==> config.mk <==
export PLATFORM = sky130hd
export DESIGN_NAME = mem_stage_lsu
export DESIGN_NICKNAME = d
export VERILOG_FILES = /design/src/rtl/mem_stage_lsu_pkg.sv /design/src/rtl/mem_stage_lsu_load_extract.sv /design/src/rtl/mem_stage_lsu.sv
export SDC_FILE = /design/constraint.sdc
export NUM_CORES = 1
export LEC_CHECK = 0
export CAP_MARGIN = 20
export CORE_AREA = 2 2 129 131
export DETAILED_ROUTE_END_ITERATION = 8
export DIE_AREA = 0 0 131 133
export DONT_BUFFER_PORTS = 1
export SYNTH_ARGS = -nofsm -noshare
export SYNTH_HDL_FRONTEND = slang
export SYNTH_HIERARCHICAL = 1
export SYNTH_SLANG_ARGS = --single-unit
==> constraint.sdc <==
create_clock -name clk -period 5 [get_ports clk]
set_clock_uncertainty 0.15 [all_clocks]
set_input_delay 1 -clock clk [delete_from_list [all_inputs] [get_ports clk]]
set_output_delay 1 -clock clk [all_outputs]
set_load 0.01 [all_outputs]
==> src/rtl/mem_stage_lsu_pkg.sv <==
// Shared types for the memory-stage load/store unit: access sizes, the
// decoded-control bundle and the transaction FSM states.
package mem_stage_lsu_pkg;

  typedef enum logic [1:0] {
    BYTE = 2'd0,
    HALF = 2'd1,
    WORD = 2'd2
  } mem_size_t;

  typedef struct packed {
    logic      MemW;
    logic      MemR;
    mem_size_t MemSize;
    logic      MemUnsigned;
  } bundle_decode_t;

  typedef enum logic [1:0] {
    IDLE = 2'd0,
    REQ  = 2'd1,
    RSP  = 2'd2,
    DONE = 2'd3
  } lsu_state_t;

  // Natural alignment: halves on even bytes, words on 4-byte boundaries.
  function automatic logic is_misaligned(input mem_size_t size, input logic [1:0] off);
    case (size)
      HALF:    return off[0];
      WORD:    return off != 2'b00;
      default: return 1'b0;
    endcase
  endfunction

endpackage

==> src/rtl/mem_stage_lsu_load_extract.sv <==
// Picks the addressed byte/half/word out of a read word and extends it
// to 32 bits.
module load_extract
  import mem_stage_lsu_pkg::*;
(
  input  logic [31:0] i_rdata,
  input  logic [1:0]  i_off,
  input  mem_size_t   i_size,
  input  logic        i_unsigned,
  output logic [31:0] o_result
);

  logic [31:0] w_shifted;

  assign w_shifted = i_rdata >> {i_off, 3'b000};

  always_comb begin
    case (i_size)
      BYTE:    o_result = {{24{~i_unsigned & w_shifted[7]}}, w_shifted[7:0]};
      HALF:    o_result = {{16{~i_unsigned & w_shifted[15]}}, w_shifted[15:0]};
      default: o_result = w_shifted;
    endcase
  end

endmodule

==> src/rtl/mem_stage_lsu.sv <==
// Memory-stage LSU: one request/response bus transaction per live memory
// instruction, stalling the pipeline until the response has been taken.
module mem_stage_lsu
  import mem_stage_lsu_pkg::*;
#(
  parameter int unsigned TIMEOUT_CYCLES = 255
) (
  input  logic           clk,
  input  logic           reset,
  input  logic           valid_m,
  input  logic [31:0]    DataMemoryAddress_m,
  input  logic [31:0]    WD_m,
  input  bundle_decode_t ctrl_m,
  output logic           stall_m,
  output logic           misalign_m,
  output logic           bus_err_m,
  output logic           mem_req_valid,
  input  logic           mem_req_ready,
  output logic [31:0]    mem_req_addr,
  output logic           mem_req_we,
  output logic [3:0]     mem_req_wstrb,
  output logic [31:0]    mem_req_wdata,
  input  logic           mem_rsp_valid,
  input  logic [31:0]    mem_rsp_rdata,
  input  logic           mem_rsp_err,
  output logic [31:0]    ReadData_w,
  output logic           load_valid_w
);

  localparam logic [15:0] TimeoutLimit = 16'(TIMEOUT_CYCLES);

  lsu_state_t  r_state;
  logic [15:0] r_cnt;
  mem_size_t   r_size;
  logic        r_unsigned;
  logic [1:0]  r_off;

  logic [1:0]  w_off;
  logic        w_memOp;
  logic        w_access;
  logic [3:0]  w_wstrb;
  logic [31:0] w_wdata;
  logic [31:0] w_loadResult;

  assign w_off      = DataMemoryAddress_m[1:0];
  assign w_memOp    = valid_m & (ctrl_m.MemR | ctrl_m.MemW);
  assign misalign_m = (r_state == IDLE) & w_memOp & is_misaligned(ctrl_m.MemSize, w_off);
  assign w_access   = w_memOp & ~misalign_m;
  // Drops in DONE so EX/MEM can advance on the edge that returns us to IDLE.
  assign stall_m    = w_access & (r_state != DONE);

  always_comb begin
    w_wstrb = 4'hF;
    w_wdata = WD_m;
    case (ctrl_m.MemSize)
      BYTE: begin
        w_wstrb = 4'b0001 << w_off;
        w_wdata = {4{WD_m[7:0]}};
      end
      HALF: begin
        w_wstrb = 4'b0011 << w_off;
        w_wdata = {2{WD_m[15:0]}};
      end
      default: ;
    endcase
  end

  load_extract u_load_extract (
    .i_rdata    (mem_rsp_rdata),
    .i_off      (r_off),
    .i_size     (r_size),
    .i_unsigned (r_unsigned),
    .o_result   (w_loadResult)
  );

  always_ff @(posedge clk or negedge reset) begin
    if (!reset) begin
      r_state       <= IDLE;
      r_cnt         <= '0;
      r_size        <= BYTE;
      r_unsigned    <= 1'b0;
      r_off         <= 2'b00;
      mem_req_valid <= 1'b0;
      mem_req_addr  <= '0;
      mem_req_we    <= 1'b0;
      mem_req_wstrb <= '0;
      mem_req_wdata <= '0;
      ReadData_w    <= '0;
      load_valid_w  <= 1'b0;
      bus_err_m     <= 1'b0;
    end else begin
      load_valid_w <= 1'b0;
      bus_err_m    <= 1'b0;
      case (r_state)
        IDLE: begin
          if (w_access) begin
            mem_req_addr  <= {DataMemoryAddress_m[31:2], 2'b00};
            mem_req_we    <= ctrl_m.MemW;
            mem_req_wstrb <= ctrl_m.MemW ? w_wstrb : 4'h0;
            mem_req_wdata <= w_wdata;
            r_size        <= ctrl_m.MemSize;
            r_unsigned    <= ctrl_m.MemUnsigned;
            r_off         <= w_off;
            mem_req_valid <= 1'b1;
            r_state       <= REQ;
          end
        end
        REQ: begin
          if (mem_req_ready) begin
            mem_req_valid <= 1'b0;
            r_cnt         <= '0;
            r_state       <= RSP;
          end
        end
        RSP: begin
          if (mem_rsp_valid) begin
            if (!mem_req_we) ReadData_w <= w_loadResult;
            load_valid_w <= ~mem_req_we & ~mem_rsp_err;
            bus_err_m    <= mem_rsp_err;
            r_state      <= DONE;
          end else if (r_cnt == TimeoutLimit) begin
            bus_err_m <= 1'b1;
            r_state   <= DONE;
          end else begin
            r_cnt <= r_cnt + 16'd1;
          end
        end
        DONE:    r_state <= IDLE;
        default: r_state <= IDLE;
      endcase
    end
  end

endmodule

==> Word level (Yosys, flattened, before mapping) <==
Index checks and enable logic that the tools add are counted.
W data, S select, Z words.
{ "totals": {"mem_bits_ro": 0, "register_bits": 125, "output_inout_bits": 106, "ramBits": 0, "mem_count": 0, "latch_bits": 0, "inputBits": 107, "wordCells": 76} }
{ "op_classes": {"n_lt_le_gt_ge": 0, "n_mux": 22, "bitwise_logic": 13, "n_reduce_logical": 11, "n_eq_ne": 13, "n_mul": 0, "add_sub_neg": 1, "div": 0, "shifts": 3} }
{ "ops": {"columns": ["cell", "n"], "rows": [
  ["$pmux W32 S2", 2],
  ["$mux W16", 3],
  ["$pmux W16 S2", 1],
  ["$shr A32 B5 Y32", 1],
  ["$add A16 B1 Y16 const B", 1],
  ["$eq A16 B8 Y1 const B", 1],
  ["$ne A2 B2 Y1 const B", 5],
  ["$reduce_and A3 Y1", 3],
  ["$and A1 B1 Y1", 8],
  ["$mux W2", 4],
  ["$pmux W2 S4", 1],
  ["$pmux W4 S2", 1],
  ["$mux W1", 7],
  ["$eq A2 B1 Y1 const B", 3],
  ["$eq A2 B2 Y1 const B", 3],
  ["$logic_not A2 Y1", 3],
  ["$reduce_bool A2 Y1", 3],
  ["$mux W4", 1],
  ["$not A1 Y1", 4],
  ["$pmux W1 S2", 2],
  ["$reduce_and A4 Y1", 1],
  ["$shl A1 B2 Y4 const A", 1],
  ["$shl A2 B2 Y4 const A", 1],
  ["$ne A3 B3 Y1 const B", 1],
  ["other kinds (2)", 2]
]} }

==> Logic depth before layout (Yosys ltp) <==
{ "logic_depth": {"word_depth": 8, "ltp_mapped": 8, "ltp_nobuf": 6} }

==> Cells and area by module <==
The synthesis kept the hierarchy.
{ "modules_own_cells": {"columns": ["mod", "cells_per_inst", "instances", "area_per_inst_um2", "seq_area_each_um2"], "rows": [
  ["mem_stage_lsu", 465, 1, 5515.3, 3128.0],
  ["load_extract", 103, 1, 768.2, 0.0]
]} }

==> Worst setup path before layout <==
No wires, ideal clock.
{ "synth_timing": {"kind": "input port to output port", "start": "input ctrl_m[1] (netlist bit)", "end": "output stall_m", "n_path_buf": 0, "stages": 5, "t_required_ns": 3.850, "t_arrival_ns": 1.794, "slack_ns": 2.056, "cell_sequence": "inv_1 > ha_1 > o211ai_1 > nand2_1 > a21oi_1"} }
{ "synth_between": {"elab_chain_len": 6, "elab_cells_between_ends": 7, "cone_classes": "2 x eq/ne; 1 x mux; 4 x bitwise"} }
{ "synth_lines": {"columns": ["item", "line", "rtl"], "rows": [
  ["start, declared", "mem_stage_lsu.sv:13", "input bundle_decode_t ctrl_m,"],
  ["$eq A2 B2 Y1 or $eq A2 B1 Y1 (tied branches)", "mem_stage_lsu_pkg.sv:27", "case (size)"],
  ["$pmux W1 S2 (*)", "mem_stage_lsu_pkg.sv:27", null],
  ["$and A1 B1 Y1 (*)", "mem_stage_lsu.sv:47", "assign misalign_m = (r_state == IDLE) & w_memOp & is_misaligned(ctrl_m.MemSize, w_off);"],
  ["$not A1 Y1 (*)", "mem_stage_lsu.sv:48", "assign w_access = w_memOp & ~misalign_m;"],
  ["$and A1 B1 Y1 (*)", "mem_stage_lsu.sv:48", null],
  ["$and A1 B1 Y1 (*)", "mem_stage_lsu.sv:50", "assign stall_m = w_access & (r_state != DONE);"],
  ["end, declared", "mem_stage_lsu.sv:14", "output logic stall_m,"]
]} }
Every way passes the cells marked *; elsewhere a longest branch is shown, timed or not.

==> Final worst setup path <==
{ "layout_timing": {"start": "input ctrl_m[2] (netlist bit)", "end": "output misalign_m"} }
{ "layout_between": {"elab_chain_len": 3, "elab_cells_between_ends": 4, "cone_classes": "2 x eq/ne; 1 x mux; 1 x bitwise"} }
{ "layout_lines": {"columns": ["item", "line", "rtl"], "rows": [
  ["$eq A2 B2 Y1 or $eq A2 B1 Y1 (tied branches)", "mem_stage_lsu_pkg.sv:27", null],
  ["$pmux W1 S2 (*)", "mem_stage_lsu_pkg.sv:27", null],
  ["$and A1 B1 Y1 (*)", "mem_stage_lsu.sv:47", null],
  ["end, declared", "mem_stage_lsu.sv:15", "output logic misalign_m,"]
]} }
Marked as above.

==> summary.md <==
| Metric | Value |
|---|---|
| DP HPWL | 11100 um |
| Critical Path Source Type | input pin |
| Clk slew on worst S/H paths | 50 ps |
| Via density per instance | 5.60 |
| Initial core utilization | 38.9% |
| Sequential Power Share | 44.6% |
| Setup TNS | 0 ps |
| Final Cell Area | 6980 um^2 |
| # diodes | 0 |
| Num CTS Buffers | 17 |
| Post-Syn Area per Cell | 11.1 um^2 |
| Die width | 131 um |
| Worst Path Max Fanout | 13 |
| Max-slew headroom | 31.3% |
| Flops & latches, synth | 125 |
| Ys async rst share | 100% |
| GPL Wtd Cong | 0.862 |
| Slew Limit Fails | 0 |
| Die area | 17400 um^2 |
| Mapped Cells | 568 |
| Worst skew pair latency | 420 ps |
| Max IR drop VDD | 0.000272 V |
| CP arrival | 2070 ps |
| Power density over the cells | 643 nW/um^2 |
| Fmax | 310 MHz |
| Most common cell after layout, fill and taps aside | dfrtp_1 |
| Row count | 47 |
| RR Startpoint | r_cnt[12]$_DFFE_PN0P_ |
| Post-cts sizing count | 0 |
| Reg-to-reg slack, setup | 2380 ps |
| Clock tree from TritonCTS | done |
| Area growth syn-to-layout | 11.1% |
| Final Cycle Share | 64.5% |
| Starting DRC count in detailed routing | 427 |
| NetSw | 0.00167 W |
| Worst endpoint required time | 3850 ps |
| First-pass GRT wire length | 23600 um |
| CP Cell Sequence | inv_1 -> ha_1 -> nand3_1 -> nand2_1 -> and3_1 |
| Net count reported at finish | 669 |
| IO Port Bufs | 0 |
| Clock root buffer master | clkbuf_16 |
| DR vias | 4400 |
| Core box area | 16200 um^2 |
| Total Routing Usage GR | 17.7% |
| Filler cells | 1545 |
| WL/cell | 19.7 um |
| Fin crit period | 3220 ps |
| Critical path class | in2out |
| WP buf/inv | 1 |
| R2R Path End | r_state[1]$_DFFE_PN0P_ |
| Pleak | 3.01 nW |
| CP top delay family | simple AND/OR/NAND/NOR gates |
| Critical path's largest stage delay | 460 ps |
| Overflow left after global routing | 0 |
| H-tree Lvls | 4 |
| Slowest CP cell | ha_1 |
| Clock Sinks | 125 |
| Comb pwr share | 29.0% |
| Run status | completed |
| Fraction of layout cells with a size suffix above 1 | 23.5% |
| RSZ-0062 raised after global routing | false |
| Routed Antenna Nets | 0 |
| CP Capture Type | output pin |
| Area occupied by registers | 3130 um^2 |
| Final core area utilization | 43.2% |
| Routed wire length | 15500 um |
| Initial antenna violation count | 0 |
| Worst-case clock buffer depth | 2 |
| Primary FF master, synth | dfrtp_1 |
| Hold_buf cts | 0 |
| DRC violations left | 0 |
| Register area share after synthesis | 49.8% |
| Area after DPL | 6410 um^2 |
| MaxCap Viol Count | 0 |
| Die height | 133 um |
| Pin count of the biggest net entering global routing | 126 |
| Multi-input gate area | 2940 um^2 |
| Worst Tran Pin Value | 1030 ps |
| First-pass DRT Iterations | 4 |
| Vias in the first global route | 4230 |
| Worst r2r path cells | 4 |
| Most frequent cells in the layout | dfrtp_1 (125), mux2_2 (75), nand2_1 (53) |
| Distinct cells, synth | 52 |
| EDFF count, synth | 0 |
| HP Class | in2async |
| Syn. warnings | 6 |
| Int Power | 0.00282 W |
| Sw Share | 37.2% |
| IO Count | 213 |
| Synthesized area | 6280 um^2 |
| Final setup fails | 0 |
| Post-CTS Setup Bufs | 0 |
| Clk network pwr share | 26.4% |
| Endpoints failing hold | 0 |
final cells by class:
| class | count | area share (%) |
|---|---|---|
| flip-flops and latches | 125 | 44.8 |
| multi-input cells | 396 | 42.2 |
| clock buffers | 20 | 6.40 |
| well taps | 220 | 3.94 |
| clock inverters | 11 | 1.72 |
| inverters | 10 | 0.538 |
| repair buffers | 4 | 0.430 |
per-layer routing:
layer  global-route usage [%]  share of wire, %  up-vias
met3                     5.94               8.2       19
li1                         -                 -     2035
met1                     21.9                42     2159
met4                     6.86               1.8        0
met5                        0                 0        -
met2                     28.3                48      187
power groups by stage:
stage / clock (W) / combinational (W) / sequential (W)
2_1_floorplan: 0 / 0.00117 / 0.00185
3_3_place_gp: 0 / 0.00125 / 0.00201
3_5_place_dp: 0 / 0.00130 / 0.00203
4_1_cts: 0.00121 / 0.00131 / 0.00202
5_1_grt: 0.00127 / 0.00145 / 0.00206
6_report: 0.00119 / 0.00130 / 0.00200
cell families (layout without fill, tap and decap cells):
kind of cell | after synthesis | after routing | share of synthesized area [%]
other | 1 | 2 | 0.0597
AND/OR/NAND/NOR | 143 | 143 | 12.0
XOR/XNOR | 1 | 1 | 0.139
AO/OA/AOI/OAI | 132 | 132 | 13.8
flip-flops | 125 | 125 | 49.8
multiplexers | 110 | 110 | 19.2
buffers and inverters | 48 | 45 | 3.42
adder cells (fa/ha/maj) | 8 | 8 | 1.59
worst max path at each step:
stage              start                            to  slack, ps  depth (start not counted)
6_report       ctrl_m[2]                    misalign_m       1780                          5
5_1_grt        ctrl_m[2]                    misalign_m       1640                          5
4_1_cts        ctrl_m[2]                    misalign_m       1770                          5
3_5_place_dp   ctrl_m[2]  mem_req_wdata[1]$_DFFE_PN0P_       1720                          6
3_3_place_gp   ctrl_m[2]                    misalign_m       1800                          5
2_1_floorplan  ctrl_m[1]                       stall_m       2060                          5
metrics by stage:
stage | hold WS [ps] | setup WS (ps) | power, W | cells
3_5_place_dp | 382 | 1720 | 0.00333 | 755
2_1_floorplan | 339 | 2060 | 0.00302 | 569
6_report | 131 | 1780 | 0.00449 | 786
5_1_grt | 105 | 1640 | 0.00478 | 786
4_1_cts | 111 | 1770 | 0.00454 | 786
3_3_place_gp | 375 | 1800 | 0.00327 | 755
cell usage after synthesis, drive strengths merged, types with 2 or more instances:
master,n,area (um^2)
inv,10,37.5
nor4,10,68.8
o221ai,2,35.0
nand2,53,199
o2bb2ai,8,70.1
and3,4,25.0
o21ai,34,170
ha,8,100
clkbuf,23,86.3
nor2,12,55.1
mux2i,32,320
o21a,2,15.0
a22oi,8,60.1
o22ai,10,62.6
dfrtp,125,3130
mux2,78,886
a22o,8,70.1
buf,15,91.3
nand3,10,50.1
nor2b,11,68.8
a211oi,7,52.6
or2,14,87.6
nand4,6,37.5
o31ai,4,30.0
a21oi,40,200
nand2b,12,75.1
or4,7,60.1
sequential cells by signal (all words and copies together) (netlist names):
name	count
ReadData_w	32
mem_req_wdata	32
mem_req_addr	30
r_cnt	16
mem_req_wstrb	4
r_off	2
r_size	2
r_state	2
bus_err_m	1
load_valid_w	1
mem_req_valid	1
mem_req_we	1
r_unsigned	1
Power figures use the tool's default switching activity.
